===== config.mk =====
export PLATFORM = sky130hd
export DESIGN_NAME = seg_scan_ctrl
export DESIGN_NICKNAME = d
export VERILOG_FILES = /design/src/rtl/seg_pkg.sv /design/src/rtl/hex7seg.sv /design/src/rtl/seg_scan_ctrl.sv
export SDC_FILE = /design/constraint.sdc
export NUM_CORES = 1
export LEC_CHECK = 0
export ABC_AREA = 1
export CORE_MARGIN = 2
export CORE_UTILIZATION = 45
export DETAILED_ROUTE_END_ITERATION = 6
export PLACE_DENSITY = 0.72
export REMOVE_ABC_BUFFERS = 1
export SETUP_SLACK_MARGIN = 0.4
export SLEW_MARGIN = 0
export SYNTH_ARGS = -nofsm -noshare
export SYNTH_HDL_FRONTEND = slang
export SYNTH_HIERARCHICAL = 1
export SYNTH_SLANG_ARGS = --single-unit

===== constraint.sdc =====
create_clock -name sysclk -period 5.9 [get_ports sysclk]
set_input_delay 0.885 -clock sysclk [delete_from_list [all_inputs] [get_ports sysclk]]
set_output_delay 0.885 -clock sysclk [all_outputs]
set_load 0.01 [all_outputs]

===== src/rtl/seg_pkg.sv =====
// Shared types and constants for the 4-digit 7-segment scan controller.
package seg_pkg;

  typedef enum logic [1:0] {
    IDLE  = 2'd0,
    BLANK = 2'd1,
    SHOW  = 2'd2
  } state_e;

  localparam logic [6:0] SEG_OFF = 7'h7F;
  localparam logic [3:0] AN_OFF  = 4'hF;

  // Active-low gfedcba patterns, entry k is the glyph for hex digit k (index 15 listed first).
  localparam logic [15:0][6:0] HEX_LUT = {
    7'h0E, 7'h06, 7'h21, 7'h46, 7'h03, 7'h08, 7'h10, 7'h00,
    7'h78, 7'h02, 7'h12, 7'h19, 7'h30, 7'h24, 7'h79, 7'h40
  };

endpackage


===== src/rtl/hex7seg.sv =====
// Combinational 4-bit hex to active-low gfedcba segment decoder.
module hex7seg
  import seg_pkg::*;
(
  input  logic [3:0] nibble,
  output logic [6:0] seg_c
);

  assign seg_c = HEX_LUT[nibble];

endmodule


===== src/rtl/seg_scan_ctrl.sv =====
// Scan sequencer time-multiplexing a 16-bit hex value over four active-low digits.
// Optional LEADING_ZERO_BLANK_EN darkens leading zero digits (digit 0 always shown).
module seg_scan_ctrl
  import seg_pkg::*;
#(
  parameter int unsigned SCAN_DIV  = 50000,
  parameter int unsigned BLANK_CYC = 16
) (
  input  logic        sysclk,
  input  logic        reset,
  input  logic        en,
  input  logic [15:0] value,
  input  logic [3:0]  dp_mask,
  output logic [3:0]  an,
  output logic [6:0]  seg,
  output logic        dp,
  output logic        frame_tick
);

  localparam int unsigned     CNT_W      = $clog2(SCAN_DIV);
  localparam logic [CNT_W-1:0] CNT_LAST   = CNT_W'(SCAN_DIV - 1);
  localparam logic [CNT_W-1:0] BLANK_LAST = CNT_W'(BLANK_CYC - 1);

  state_e             state_q, state_d;
  logic [CNT_W-1:0]   cnt_q, cnt_d;
  logic [1:0]         digit_q, digit_d;
  logic [15:0]        shadow_q, shadow_d;
  logic [3:0]         sdp_q, sdp_d;
  logic [3:0]         an_q, an_d;
  logic [6:0]         seg_q, seg_d;
  logic               dp_q, dp_d;
  logic               tick_q, tick_d;

  logic [3:0]         nib_c;
  logic [6:0]         dec_seg_c;
  logic               lit_c;

  // Sequencing: slot counter runs through blank then show phases; frame ends after digit 3.
  always_comb begin
    state_d  = state_q;
    cnt_d    = cnt_q;
    digit_d  = digit_q;
    shadow_d = shadow_q;
    sdp_d    = sdp_q;
    tick_d   = 1'b0;
    if (!en) begin
      state_d = IDLE;
      cnt_d   = '0;
      digit_d = 2'd0;
    end else begin
      case (state_q)
        IDLE: begin
          state_d  = BLANK;
          cnt_d    = '0;
          digit_d  = 2'd0;
          shadow_d = value;
          sdp_d    = dp_mask;
        end
        BLANK: begin
          cnt_d = cnt_q + CNT_W'(1);
          if (cnt_q == BLANK_LAST) state_d = SHOW;
        end
        SHOW: begin
          if (cnt_q == CNT_LAST) begin
            state_d = BLANK;
            cnt_d   = '0;
            digit_d = digit_q + 2'd1;
            if (digit_q == 2'd3) begin
              tick_d   = 1'b1;
              shadow_d = value;
              sdp_d    = dp_mask;
            end
          end else begin
            cnt_d = cnt_q + CNT_W'(1);
          end
        end
        default: state_d = IDLE;
      endcase
    end
  end

  assign nib_c = shadow_d[{digit_d, 2'b00} +: 4];

  hex7seg u_hex7seg (
    .nibble (nib_c),
    .seg_c  (dec_seg_c)
  );

`ifdef LEADING_ZERO_BLANK_EN
  assign lit_c = (digit_d == 2'd0) || ((shadow_d >> {digit_d, 2'b00}) != 16'h0000);
`else
  assign lit_c = 1'b1;
`endif

  // Pin values are derived from next-state so the registered pins track the state register.
  always_comb begin
    an_d  = AN_OFF;
    seg_d = SEG_OFF;
    dp_d  = 1'b1;
    if (state_d == SHOW && lit_c) begin
      an_d  = ~(4'b0001 << digit_d);
      seg_d = dec_seg_c;
      dp_d  = ~sdp_d[digit_d];
    end
  end

  always_ff @(posedge sysclk or posedge reset) begin
    if (reset) begin
      state_q  <= IDLE;
      cnt_q    <= '0;
      digit_q  <= 2'd0;
      shadow_q <= 16'h0000;
      sdp_q    <= 4'h0;
      an_q     <= AN_OFF;
      seg_q    <= SEG_OFF;
      dp_q     <= 1'b1;
      tick_q   <= 1'b0;
    end else begin
      state_q  <= state_d;
      cnt_q    <= cnt_d;
      digit_q  <= digit_d;
      shadow_q <= shadow_d;
      sdp_q    <= sdp_d;
      an_q     <= an_d;
      seg_q    <= seg_d;
      dp_q     <= dp_d;
      tick_q   <= tick_d;
    end
  end

  assign an         = an_q;
  assign seg        = seg_q;
  assign dp         = dp_q;
  assign frame_tick = tick_q;

endmodule


==> flow_summary.toml <==
[clock_network]
cts_setup_buffers = 0
htree_num_levels = 2
cts_hold_buffers = 0
cts.sinks = 53
tritoncts = "built"
clkTransAtPathRegs_ns = 0.09
cts.root.buffer_cell = "clkbuf_8"
cts-buffers-inserted = 5
ctsResizeCount = 0
worst_skew_pair.late_latency_ns = 0.31
clock_path_buffers = 2

[setup_path]
timing.critical_path.to = "seg[0]"
timing.critical_path.to_type = "flop"
worstSetupStartpointType = "input pin"
worst-r2r-setup-slack_ns = 2.64
worst_r2r_path_depth = 18
category_of_the_critical_setup_timing_path = "input pin to flop"
rr_startpoint = "cnt_q[0]"
critical_path_arrival_ns = 3.89
critical_path_required_ns = 6.13
reg2reg_to = "seg[0]"
cp_max_fo = 20
crit_path_start = "en"

[power_and_ir_drop]
power_frac_comb = 0.188
peakVddDrop_v = 0.000100
power.density_cell_area_nw_per_um2 = 200
netSwitchingFraction = 0.285
power.switching_mw = 0.212
power.share.clock = 0.285
static-leakage-power_nw = 1.88
power.share.sequential = 0.526
int_power_mw = 0.531

[final_layout]
number_of_standard_cells_in_the_layout_taps_in_and_fillers_out = 558
area_added_between_synthesis_and_finish_pct = 15.7
drive_above_1_share = 0.152
leading_cell_types_in_the_layout_fill_and_taps_excluded = "133 x nand2_1, 54 x inv_1, 50 x nor2_1, 41 x dfrtp_1, 35 x clkdlybuf4s50_1"
nFillCells = 639
multi_input_area_um2 = 1570
final-seq-area_um2 = 1340
nNetsFinal = 497
most_common_cell_after_layout_fill_and_taps_aside = "nand2_1"
diodes_inserted = 0

[detailed_routing]
drc = 0
dr.first_iter.drc_count = 128
drt-vias-per-instance = 4.75
via_count = 2650
routedWlPerCell_um = 11.8
final_ant_viol_nets = 0
dr.pass1.iters = 4
drt_wl_total_um = 6560

[place]
detailedPlacementHpwl_um = 4930
routabilityCongestion = 0.894
port_buffers = 35
place_inst = 550

[synthesis]
netlist_area_um2 = 3210
yosys.area.top_type_share = 0.319
avgSynthCellArea_um2 = 7.52
yosysTopAreaCell = "dfrtp_1"
yosys_most_used_dff = "dfrtp_1"
synth.top_cells.by_area = "dfrtp_1 32%, nand2_1 16%, dfstp_2 9.8%, inv_1 6.4%, nor2_1 5.8%"
yosys_register_bits = 53
netlist-cell-type-count = 37
synthesized_instance_count = 427
ys_seq_area_frac = 0.417
async_sr_flop_fraction = 1.00
yosysWarningCount = 6
synth_enable_flop_cells = 0

[timing]
final.min_clock_period_ns = 3.66
hold_violations = 0
final.setup_skew_ns = 0.0140
finalCritPeriodShare = 0.620
setup-tns-final_ns = 0
maxSlewHeadroom = 0.533
fmax_mhz = 273
final_max_slew_viol_count = 0
timing_worst_slew_pin_value_ns = 0.698
rsz_0062_raised_after_global_routing = "false"
finalSetupViolations = 0

[die]
placeableCoreArea_um2 = 6870
die_height_um = 88.5
floorplan.io_pins = 36
initial_utilization = 0.468
chipWidth_um = 88.5
dieArea_um2 = 7830
placementRows = 30

[global_route]
first_global_vias = 2612
antenna_found_initial = 0
first_pass_grt_wire_length_um = 11700
aggregate_global_route_resource_usage = 0.186
global_route.overflow_total = 0
grt_start_max_net_pins = 54

[job]
timing.max_cap.violations = 0

[worst_hold_path]
min_path_type = "flop to flop"

[run_status]
run_status = "complete, no violations"
==> power by group through the flow <==
stage	clock network (mW)	logic [mW]	registers [mW]
after global placement	0	0.137	0.396
after global routing	0.233	0.162	0.393
after detailed placement	0	0.140	0.398
after floorplan	0	0.0973	0.395
final	0.212	0.140	0.391
after CTS	0.220	0.141	0.391
==> through the flow <==
step | power (mW) | utilization | setup WS, ns | hold slack (ns) | instance area [um2]
floorplan | 0.492 | - | 3.24 | 0.444 | 3140
CTS | 0.752 | 0.541 | 2.20 | 0.497 | 3720
detailed placement | 0.537 | 0.527 | 1.89 | 0.475 | 3620
global route | 0.789 | 0.541 | 1.86 | 0.530 | 3720
finish | 0.743 | 0.541 | 2.24 | 0.500 | 3720
global placement | 0.534 | 0.527 | 2.02 | 0.472 | 3620
==> cell usage after synthesis, drive strengths merged, types with 2 or more instances <==
library cell,instances
o21ai,9
inv,62
nor3,9
and3,2
dfstp,12
nand4,6
dfrtp,41
clkbuf,2
nand3,25
a21oi,6
or2,23
ha,13
nand2,142
nor2,57
a21boi,3
buf,7
==> area by class of cell <==
| cell class | instances | share of cell area |
|---|---|---|
| multi-input cells | 303 | 0.423 |
| flip-flops and latches | 53 | 0.361 |
| well taps | 96 | 0.0323 |
| inverters | 62 | 0.0626 |
| clock buffers | 7 | 0.0232 |
| clock inverters | 1 | 0.00202 |
| repair buffers | 36 | 0.0963 |
==> state kept, by name, summed over array words and instances, names as in the netlist <==
register,flops
cnt_q,16
shadow_q,16
seg,7
sdp_q,4
dp,1
state_q,2
frame_tick,1
digit_q,2
an,4
==> routing by layer <==
metal	track usage	share of wire	vias to the layer above	routed length [um]
li1	-	-	1375	-
met1	0.256	0.49	1225	3230
met2	0.310	0.47	45	3060
met3	0.0326	0.033	5	216
met4	0.0399	0.0084	0	55
met5	0	0	-	0
==> cells by family after synthesis <==
family                     Yosys count  synth area share
and+or+nand+nor                    265             0.385
buffers and inverters               71            0.0938
DFF                                 53             0.417
AOI/OAI and AO/OA                   23            0.0475
adders and majority gates           13            0.0506
xor gates and xnor gates             2           0.00545
==> critical path, cell delays in order <==
cell and delay (ns):
clkdlybuf4s50_1 0.85, inv_1 0.26, a21oi_1 0.33, nand3_4 0.17
nor2_4 0.16, nand3_1 0.09, nand2_1 0.08, inv_1 0.04
nand2_1 0.17, inv_1 0.14, ha_1 0.20, inv_1 0.09
nand2_1 0.08, nand3_1 0.08, nand2_1 0.05, or2_1 0.22
==> how the worst min path moves through the flow <==
stage                        start  endpoint  slack, ns  cells past startpoint
after global placement    sdp_q[2]  sdp_q[2]       0.47                      2
final                     sdp_q[3]  sdp_q[3]       0.50                      2
after global routing      sdp_q[3]  sdp_q[3]       0.53                      2
after CTS                 sdp_q[3]  sdp_q[3]       0.50                      2
after floorplan           sdp_q[0]  sdp_q[0]       0.44                      2
after detailed placement  sdp_q[3]  sdp_q[3]       0.47                      2
(Power assumes the default switching activity.)
